### config.mk
export PLATFORM = sky130hd
export DESIGN_NAME = alu_golden
export DESIGN_NICKNAME = d
export VERILOG_FILES = /design/src/rtl/alu_pkg.sv /design/src/rtl/alu_golden.sv
export SDC_FILE = /design/constraint.sdc
export NUM_CORES = 1
export LEC_CHECK = 0
export CAP_MARGIN = 20
export CORE_MARGIN = 4
export CORE_UTILIZATION = 55
export DETAILED_ROUTE_END_ITERATION = 10
export DONT_BUFFER_PORTS = 1
export PLACE_DENSITY = 0.7
export SLEW_MARGIN = 0
export SYNTH_ARGS = -nofsm -noshare
export SYNTH_HDL_FRONTEND = slang
export SYNTH_SLANG_ARGS = --single-unit
### constraint.sdc
create_clock -name vclk -period 4.3
set_input_delay 0 -clock vclk [all_inputs]
set_output_delay 0 -clock vclk [all_outputs]
set_load 0.02 [all_outputs]
### src/rtl/alu_pkg.sv
// Shared ALU definitions: opcodes, stimulus test order, LFSR mask and checker types.
package alu_pkg;

  localparam int unsigned DATA_W  = 32;
  localparam int unsigned OP_W    = 4;
  localparam int unsigned NUM_OPS = 7;

  localparam logic [OP_W-1:0] OP_ADD = 4'b0000;
  localparam logic [OP_W-1:0] OP_SUB = 4'b0010;
  localparam logic [OP_W-1:0] OP_AND = 4'b0100;
  localparam logic [OP_W-1:0] OP_OR  = 4'b0101;
  localparam logic [OP_W-1:0] OP_XOR = 4'b0110;
  localparam logic [OP_W-1:0] OP_NOR = 4'b0111;
  localparam logic [OP_W-1:0] OP_SLT = 4'b1010;

  // Index 0 is applied first for every operand pair.
  localparam logic [NUM_OPS-1:0][OP_W-1:0] OP_ORDER =
    {OP_SLT, OP_NOR, OP_XOR, OP_OR, OP_AND, OP_SUB, OP_ADD};

  localparam logic [DATA_W-1:0] LFSR_MASK = 32'h8020_0003;
  localparam logic [DATA_W-1:0] VEC0_A    = 32'h8000_0000;
  localparam logic [DATA_W-1:0] VEC0_B    = 32'h0000_0001;

  typedef enum logic [1:0] {IDLE, DRIVE, CHECK, DONE} state_t;

  typedef struct packed {
    logic [DATA_W-1:0] a;
    logic [DATA_W-1:0] b;
    logic [DATA_W-1:0] result;
    logic [OP_W-1:0]   op;
  } fail_t;

  // Galois LFSR, shift right.
  function automatic logic [DATA_W-1:0] lfsr_step(input logic [DATA_W-1:0] x);
    return x[0] ? ((x >> 1) ^ LFSR_MASK) : (x >> 1);
  endfunction

endpackage

### src/rtl/alu_golden.sv
// Combinational reference ALU used to judge the device under test.
module alu_golden
  import alu_pkg::*;
(
  input  logic [DATA_W-1:0] a,
  input  logic [DATA_W-1:0] b,
  input  logic [OP_W-1:0]   op,
  output logic [DATA_W-1:0] result,
  output logic              zero
);

  logic [DATA_W-1:0] diff;
  assign diff = a - b;

  always_comb begin
    result = '0;
    case (op)
      OP_ADD:  result = a + b;
      OP_SUB:  result = diff;
      OP_AND:  result = a & b;
      OP_OR:   result = a | b;
      OP_XOR:  result = a ^ b;
      OP_NOR:  result = ~(a | b);
      OP_SLT:  result = DATA_W'(diff[DATA_W-1]);
      default: result = '0;
    endcase
  end

  assign zero = (result == '0);

endmodule

# Word level (Yosys, flattened, before mapping)
# Cells that the tools add are included.
[word_totals] ff_bits=0 in_bits=68 out_inout_bits=33
[classes] addsub=2 n_eq_ne=6 n_mux=1 n_bitwise=4 reduce_logical=2
[op_table] operator="$pmux W32 S7" n=1
[op_table] operator="$add A32 B32 Y32" n=1
[op_table] operator="$and A32 B32 Y32" n=1
[op_table] operator="$logic_not A32 Y1" n=1
[op_table] operator="$not A32 Y32" n=1
[op_table] operator="$or A32 B32 Y32" n=1
[op_table] operator="$sub A32 B32 Y32" n=1
[op_table] operator="$xor A32 B32 Y32" n=1
[op_table] operator="$eq A4 B3 Y1 const B" n=4
[op_table] operator="$eq A4 B2 Y1 const B" n=1
[op_table] operator="$eq A4 B4 Y1 const B" n=1
[op_table] operator="$logic_not A4 Y1" n=1

# Logic depth before layout (Yosys ltp)
# Gate-level depths: netlist of run 1.
[logic_depth] word_depth=4 depth_mapped=15 mapped_depth_nobuf=15

# Worst setup path after synthesis of run 1
# No wires, ideal clock.
[synth_timing] path_type="in2out" start="in b[10]" end="out zero" t_arrival_ns=3.634 t_required_ns=4.300 path_slack_ns=0.666 stages=14 n_path_buf=1 path_cell_list="inv_1 > ha_1 > buf_2 > nand2_1 > nor4_1 > o311ai_2 > a311oi_1 > o21ai_1 > a221o_1 > mux2i_1 > or4_4 > nor2_1 > or4b_4 > nor4_2"
[synth_between] word_cells_on_any_way=8 cone_classes="add/sub (2); mux (1); bitwise (4); reduce/logical (1)"
[synth_rtl] item="start, declared" line="alu_golden.sv:6" source="input logic [DATA_W-1:0] b,"
[synth_rtl] item="$sub A32 B32 Y32 or $add A32 B32 Y32 (tied branches)" line="alu_golden.sv:13, alu_golden.sv:18"
[synth_rtl] item="$pmux W32 S7 *" line="alu_golden.sv:17" source="case (op)"
[synth_rtl] item="named net result[26]" line="alu_golden.sv:8" source="output logic [DATA_W-1:0] result,"
[synth_rtl] item="$logic_not A32 Y1 *" line="alu_golden.sv:29" source="assign zero = (result == '0);"
[synth_rtl] item="end, declared" line="alu_golden.sv:9" source="output logic zero"
# The timed path passes the listed nets; every way through them passes the cells marked *.

# Worst setup path in the final report of run 1
[layout_timing] start="in b[6]" end="out zero"
# Same word-level chain as after synthesis.

==> flow_summary.json, run 1 <==
{
  "status": "completed",
  "nNetsFinal": 1062,
  "setup_viol": 0,
  "core_area_mm2": 0.0110,
  "required_ns": 4.30,
  "dieArea_mm2": 0.0132,
  "place_hpwl_mm": 16.5,
  "vias": 7156,
  "drtIter0Drc": 719,
  "synthesis.nets": 1093,
  "crit_family": "simple AND/OR/NAND/NOR gates",
  "nFlopsAndLatches": 0,
  "yosysTopAreaCell": "ha_1",
  "ys_seq_area_share_pct": 0,
  "rsz0062_at_grt": "false",
  "seqCellArea_um2": 0,
  "arrival_ns": 4.03,
  "drv_cap": 0,
  "cp-start-kind": "input port",
  "hold_end": "result[2]",
  "yosys.cell_types.count": 92,
  "syn_inst": 924,
  "initial_utilization_pct": 57.2,
  "cts_setup_buffers": 0,
  "synth_warnings": 0,
  "gp_congestion": 1.07,
  "critPathMaxStageDelay_ns": 0.54,
  "totalWireLength_mm": 21.7,
  "vias_per_cell": 6.93,
  "grt_pass1_vias": 6760,
  "endpoint_kind": "output port",
  "syn_avg_cell_area_um2": 6.80,
  "pin_count": 101,
  "io_buffers": 0,
  "setup_tns_ns": 0,
  "drc": 0,
  "grt_max_degree": 65,
  "cts_resized": 0,
  "num_rows": 38,
  "die_w_um": 115,
  "yosysTopAreaCellShare_pct": 19.7,
  "ant_nets": 0,
  "dieHeight_um": 115,
  "period_share_pct": 93.7,
  "holdPathStages": 1,
  "clock.fmax_ghz": 0.248,
  "hp-class": "input port to output port",
  "final_max_slew_viol_count": 0,
  "hold_buffers": 0,
  "path_max_fanout": 8,
  "first_pass_iters": 5,
  "cp.depth": 14,
  "synthesis.area_mm2": 0.00628,
  "min_from": "op[3]",
  "wire_per_inst_um": 21.0,
  "antenna_found_initial": 1,
  "area_delta_synth_final_pct": 1.30,
  "worst_path_max_delay_cell": "ha_1",
  "path_cells": "inv_1 > ha_1 > clkinv_8 > nor3_1 > o311ai_2 > a311oi_1 > o21ai_1 > a221o_1 > mux2i_1 > or4_4 > nor2_1 > or4b_4 > nor4_2 > buf_4",
  "layout_min_cycle_time_ns": 4.03,
  "grt-ovfl-total": 0,
  "grt_usage_pct": 31.2,
  "grt_pass1_wl_mm": 34.5,
  "synth_area_leaders": "ha_1 20%, a21oi_1 7.0%, inv_1 6.3%, nor2_1 4.4%, xnor2_1 4.0%",
  "slew_headroom_pct": 24.0,
  "worst_slew_pin_slew_ns": 1.12,
  "nClkBuffers": 0,
  "hold_viol_final": 0,
  "crit_buf_inv": 3,
  "worstSetupPathType": "input port to output port",
  "drive_gt1_share_pct": 8.08
}
cells in the mapped netlist, types with 7 or more instances:
cell,count
inv_1,105
ha_1,99
a21oi_1,88
nor2_1,74
nand2_1,58
o21ai_0,40
clkbuf_1,36
xnor2_1,29
a211oi_1,25
nor3_1,24
mux2i_1,20
o211ai_1,18
a21o_1,14
o22ai_1,14
nand3_1,13
nor4_1,13
nand2b_1,12
nor2b_1,12
o221ai_1,11
a31oi_1,10
buf_2,8
xor2_1,8
a211o_1,7
a221oi_1,7
a311oi_1,7
o21a_1,7
o21bai_1,7
o31ai_1,7
or3_1,7
kinds of logic (layout without fill, tap and decap cells):
kind of cell	after synthesis	count (layout)	synth area share, %
simple gates	260	260	21.1
compound gates	337	337	38.2
mux	21	21	3.37
other cells	0	1	0
xor+xnor	37	37	5.16
fa+ha+maj	101	101	20.4
buf+inv	168	135	11.8
metrics by stage:
stage,worst slack (ns),utilization [%],hold slack (ns),area [um2],std cells
6_report,0.271,57.9,0.0915,6360,1032
5_1_grt,0.0145,57.9,0.101,6360,1032
4_1_cts,0.235,57.8,0.0926,6350,1031
3_5_place_dp,0.260,57.8,0.0926,6350,1031
3_3_place_gp,0.410,57.8,0.0929,6350,1031
2_1_floorplan,0.666,-,0.359,6280,924
worst max path at each step:
| stage | from | endpoint | slack [ns] |
|---|---|---|---|
| 6_report | b[6] | zero | 0.27 |
| 5_1_grt | b[6] | zero | 0.01 |
| 4_1_cts | a[0] | zero | 0.24 |
| 3_5_place_dp | a[0] | zero | 0.26 |
| 3_3_place_gp | b[6] | zero | 0.41 |
| 2_1_floorplan | b[10] | zero | 0.67 |
routing by layer:
| metal | GRT usage (%) | up-vias | part of all wire (%) |
|---|---|---|---|
| li1 | - | 3323 | - |
| met1 | 43.8 | 3361 | 43 |
| met2 | 51.7 | 428 | 45 |
| met3 | 3.32 | 44 | 10 |
| met4 | 6.49 | 0 | 1.9 |
| met5 | 0 | - | 0 |
placed cells by master, fill, tap and decap left out, drive strengths merged, types with 26 or more instances in the layout:
cell	synthesis	final
nor3	27	27
nand2	60	60
a21oi	88	88
o21ai	45	45
a211oi	26	26
xnor2	29	29
ha	99	99
nor2	75	75
buf	19	29
inv	105	105
cell type report:
cell class                 instances  area (um2)
inverter                         106         410
timing repair buffer              29         218
tap                              140         175
fill                            1084        4620
multi-input combinational        756        5560
antenna                            1        2.50
==> inputs of run 2 (changes only) <==
==> constraint.sdc (replaced) <==
create_clock -name vclk -period 4.3
set_input_delay 0 -clock vclk [all_inputs]
set_output_delay 0 -clock vclk [all_outputs]
set_load 0.05 [all_outputs]
==> run 2 against run 1 <==
Effect of this change:
- count of clock-buffer cells in the layout stayed put
- maximum frequency is 0.49% higher
- first-iteration DRC count down 15%
- worst setup slack gained 0.020 ns
- die area stayed put
- sequential cell count unchanged
- critical path type unchanged
==> flow_summary.json, run 2 (synthesis results as in run 1) <==
{
  "power_density_mw_per_mm2": 157,
  "wire_per_inst_um": 21.3,
  "multiInputGateArea_mm2": 0.00558,
  "drive_gt1_share_pct": 10.6,
  "seqCellArea_um2": 0,
  "nClkBuffers": 0,
  "core_area_mm2": 0.0110,
  "grt_pass1_vias": 6864,
  "nNetsFinal": 1085,
  "final_max_slew_viol_count": 0,
  "first_pass_iters": 8,
  "setup_tns_ns": 0,
  "post-route-util_pct": 59.7,
  "drtIter0Drc": 610,
  "required_ns": 4.30,
  "clock.fmax_ghz": 0.249,
  "grt-ovfl-total": 0,
  "setup_slack_ns": 0.291,
  "layout_min_cycle_time_ns": 4.01,
  "status": "completed",
  "pin_count": 101,
  "initial_utilization_pct": 57.2,
  "power_w": 0.00103,
  "min_from": "op[3]",
  "hold_viol_final": 0,
  "num_rows": 38,
  "grt_pass1_wl_mm": 35.6,
  "gp_congestion": 0.978,
  "grt_max_degree": 65,
  "leakage_nw": 2.99,
  "io_buffers": 0,
  "dieHeight_um": 115,
  "worst_slew_pin_slew_ns": 1.14,
  "ant_nets": 0,
  "diodes": 0,
  "mostFrequentLayoutCell": "inv_1",
  "worstSetupPathType": "input port to output port",
  "grt_usage_pct": 32.6,
  "post-place-ws_ns": 0.188,
  "rsz0062_at_grt": "false",
  "hp-class": "input port to output port",
  "period_share_pct": 93.2,
  "nFlopsAndLatches": 0,
  "worst_ir_drop_vdd_v": 0.000118,
  "arrival_ns": 4.01,
  "die_w_um": 115,
  "drc": 0,
  "area_delta_synth_final_pct": 4.42,
  "vias_per_cell": 6.82,
  "cp-start-kind": "input port",
  "hold_buffers": 0,
  "layout_common_cells": "105 x inv_1, 99 x ha_1, 88 x a21oi_1",
  "slew_headroom_pct": 23.5,
  "hold_ws_ns": 0.190,
  "path_max_fanout": 8,
  "vias": 7186,
  "endpoint_kind": "output port",
  "place_hpwl_mm": 17.3,
  "drv_cap": 0,
  "dieArea_mm2": 0.0132,
  "setup_viol": 0,
  "worstSetupStartpoint": "b[6]",
  "critPathCapture": "zero",
  "totalWireLength_mm": 22.4,
  "antenna_found_initial": 0,
  "nFillCells": 1089
}
-- run 2: cell count changes in the layout (fill, tap and decap cells not counted) --
cell,before,now
o32ai_1,1,0
a221oi_4,0,1
o311ai_1,1,0
a221oi_2,1,0
buf_4,29,52
o21ai_1,3,6
o311ai_2,1,2
diode_2,1,0
o32ai_2,0,1
o21ai_0,40,37
-- run 2: area by class of cell --
cell class | instances | area share, %
timing repair buffer | 52 | 5.95
tap | 140 | 2.67
inverter | 106 | 6.26
multi-input combinational | 756 | 85.1
-- run 2: metal layers --
| metal | routed length [um] | global-route usage (%) |
|---|---|---|
| met5 | 0 | 0 |
| met4 | 410 | 6.42 |
| met3 | 2000 | 2.84 |
| met2 | 10100 | 53.3 |
| met1 | 9930 | 46.8 |
-- run 2: how the worst min path moves through the flow --
stage	slack (ns)	cells past startpoint	to
2_1_floorplan	0.52	2	result[2]
3_3_place_gp	0.19	1	result[2]
3_5_place_dp	0.19	1	result[2]
4_1_cts	0.19	1	result[2]
5_1_grt	0.19	1	result[2]
6_report	0.19	1	result[2]
-- run 2: worst max-delay path, cell delays in order --
cell and delay (ns):
inv_1 0.03, ha_1 0.54, clkinv_8 0.09, nor3_1 0.42
o311ai_2 0.26, a311oi_1 0.49, o21ai_1 0.14, a221o_1 0.39
mux2i_1 0.14, or4_4 0.48, nor2_1 0.11, or4b_4 0.46
nor4_2 0.22, buf_4 0.24
-- run 2: what timing repair did --
item | CTS | global route
gates resized for setup | 0 | 2
setup endpoints to repair | 0 | 1
setup buffers | 0 | 0
-- run 2: power by group --
part | switching, W | total, W | leakage (nW) | internal (W)
Clock | 0 | 0 | 0 | 0
Sequential | 0 | 0 | 0 | 0
Combinational | 0.000674 | 0.00103 | 2.99 | 0.000352
Total | 0.000674 | 0.00103 | 2.99 | 0.000352
-- run 2: metrics by stage --
step | cell area, um2 | std cells
after floorplan | 6280 | 924
after CTS | 6540 | 1054
after detailed placement | 6540 | 1054
after global placement | 6540 | 1054
final | 6560 | 1054
after global routing | 6560 | 1054
Power figures use the tool's default switching activity.
==> inputs of run 3 (changes only) <==
--- a/config.mk
+++ b/config.mk
@@ -5,7 +5,9 @@
 export SDC_FILE = /design/constraint.sdc
 export NUM_CORES = 1
 export LEC_CHECK = 0
+export ABC_AREA = 1
 export CAP_MARGIN = 20
+export CORE_ASPECT_RATIO = 0.7
 export CORE_MARGIN = 4
 export CORE_UTILIZATION = 55
 export DETAILED_ROUTE_END_ITERATION = 10
==> run 3 against run 2 <==
Effect of this change:
- synthesized cell count up 48%
- count of clock-buffer cells in the layout is the same
- non-clock buffer count is 46 lower
- cell count up 42%
- critical path depth increased by 3
- die area grew 9.0%
- wire length increased by 14%
- area after synthesis grew 9.5%
- largest power group unchanged
==> flow_summary.json, run 3 <==
{
  "status": "completed",
  "syn_avg_cell_area_um2": 5.02,
  "slew_headroom_pct": 34.0,
  "wire_per_inst_um": 17.2,
  "hold_buffers": 0,
  "worstSetupPathType": "input port to output port",
  "grt_pass1_wl_mm": 38.7,
  "nClkBuffers": 0,
  "mostFrequentLayoutCell": "nand2_1",
  "path_max_fanout": 6,
  "min_from": "op[2]",
  "synthesis.nets": 1539,
  "arrival_ns": 3.20,
  "leakage_nw": 4.34,
  "synth_warnings": 0,
  "seqCellArea_um2": 0,
  "die_w_um": 142,
  "setup_viol": 0,
  "hp-class": "input port to output port",
  "ys_seq_area_share_pct": 0,
  "num_rows": 33,
  "power_density_mw_per_mm2": 137,
  "synthesis.area_mm2": 0.00688,
  "cts_setup_buffers": 0,
  "final_max_slew_viol_count": 0,
  "grt_usage_pct": 34.2,
  "nFillCells": 1355,
  "path_cells": "ha_1 > inv_1 > fa_1 > inv_1 > nand3_1 > nand2_2 > a21oi_1 > nor2_1 > o21ai_0 > nand3_1 > nand3_1 > nor2_1 > nand2_1 > nor2_1 > nand3_1 > nor2_1 > buf_4",
  "drive_gt1_share_pct": 5.61,
  "worst_ir_drop_vdd_v": 0.0000774,
  "rsz0062_at_grt": "false",
  "yosysTopAreaCellShare_pct": 24.3,
  "dieHeight_um": 102,
  "io_buffers": 0,
  "place_hpwl_mm": 21.6,
  "pin_count": 101,
  "vias_per_cell": 5.56,
  "grt_pass1_vias": 7198,
  "layout_common_cells": "445 x nand2_1, 298 x inv_1, 138 x nor2_1",
  "worst_slew_pin_slew_ns": 0.988,
  "ant_nets": 0,
  "clock.fmax_ghz": 0.312,
  "endpoint_kind": "output port",
  "holdPathStages": 3,
  "drc": 0,
  "place_area_mm2": 0.00689,
  "post-place-ws_ns": 1.19,
  "setup_slack_ns": 1.10,
  "area_delta_synth_final_pct": 0.164,
  "hold_viol_final": 0,
  "yosysTopAreaCell": "nand2_1",
  "drtIter0Drc": 1059,
  "initial_utilization_pct": 57.4,
  "synth_area_leaders": "nand2_1 24%, ha_1 18%, inv_1 16%, nand3_1 8.0%, nor2_1 7.6%",
  "diodes": 0,
  "yosys.cell_types.count": 38,
  "cp-start-kind": "input port",
  "nFlopsAndLatches": 0,
  "antenna_found_initial": 1,
  "layout_min_cycle_time_ns": 3.20,
  "drv_cap": 0,
  "cts_resized": 0,
  "core_area_mm2": 0.0120,
  "synth_common_cells": "445 x nand2_1, 298 x inv_1, 139 x nor2_1",
  "syn_inst": 1370,
  "nNetsFinal": 1507,
  "crit_buf_inv": 3,
  "grt-ovfl-total": 0,
  "crit_family": "simple AND/OR/NAND/NOR gates",
  "post-route-util_pct": 57.5,
  "hold_ws_ns": 0.290,
  "worst_path_max_delay_cell": "nand3_1",
  "critPathMaxStageDelay_ns": 0.50,
  "hold_end": "result[0]",
  "dieArea_mm2": 0.0144,
  "setup_tns_ns": 0,
  "required_ns": 4.30,
  "synth_most_common_cell": "nand2_1",
  "grt_max_degree": 26,
  "fin_area_mm2": 0.00689,
  "first_pass_iters": 8,
  "vias": 8294,
  "period_share_pct": 74.4,
  "gp_congestion": 1.02,
  "totalWireLength_mm": 25.6
}
## run 3: changes by cell type after synthesis, moves of 28 or more
| cell | change |
|---|---|
| nand2_1 | +387 |
| inv_1 | +193 |
| nand3_1 | +97 |
| nor2_1 | +65 |
| a21oi_1 | -36 |
| clkbuf_1 | -30 |
| xnor2_1 | -28 |
## run 3: stage by stage
| stage | instances | total power (W) |
|---|---|---|
| final | 1493 | 0.000946 |
| after global placement | 1493 | 0.000908 |
| after floorplan | 1370 | 0.000711 |
| after detailed placement | 1493 | 0.000909 |
| after global routing | 1493 | 0.00103 |
| after CTS | 1493 | 0.000914 |
## run 3: routing by layer
metal / track usage [%] / wire length (um) / part of all wire, %
met5: 0 / 13 / 0.051
met2: 46.6 / 9170 / 36
met3: 7.60 / 4130 / 16
met4: 2.06 / 250 / 0.98
met1: 55.5 / 12100 / 47
## run 3: cell type report
class	instances	area, um2	area share, %
Tap cell	157	196	2.85
Inverter	303	1140	16.5
Timing Repair Buffer	6	45.0	0.654
Multi-Input combinational cell	1027	5510	80.0
## run 3: cell families after synthesis
| family | count (synthesis) | share of synthesized area, % |
|---|---|---|
| AND/OR/NAND/NOR | 782 | 48.8 |
| AO/OA/AOI/OAI | 143 | 12.5 |
| buffers and inverters | 343 | 19.9 |
| XOR/XNOR | 1 | 0.127 |
| adder cells (fa/ha/maj) | 101 | 18.6 |
## run 3: worst max-delay path by stage
| stage | depth (start not counted) | to | startpoint |
|---|---|---|---|
| floorplan | 18 | zero | a[0] |
| global placement | 17 | zero | a[0] |
| detailed placement | 17 | zero | a[0] |
| CTS | 17 | zero | a[0] |
| global route | 17 | zero | a[0] |
| finish | 17 | zero | a[0] |
## run 3: tightest hold or removal path: stages
cell,delay [ns]
nor3_1,0.04
nand3_2,0.07
nand2_2,0.19
## run 3: power breakdown
| group | switching, W | internal [W] |
|---|---|---|
| Sequential | 0 | 0 |
| Clock | 0 | 0 |
| Combinational | 0.000703 | 0.000244 |
| Total | 0.000703 | 0.000244 |
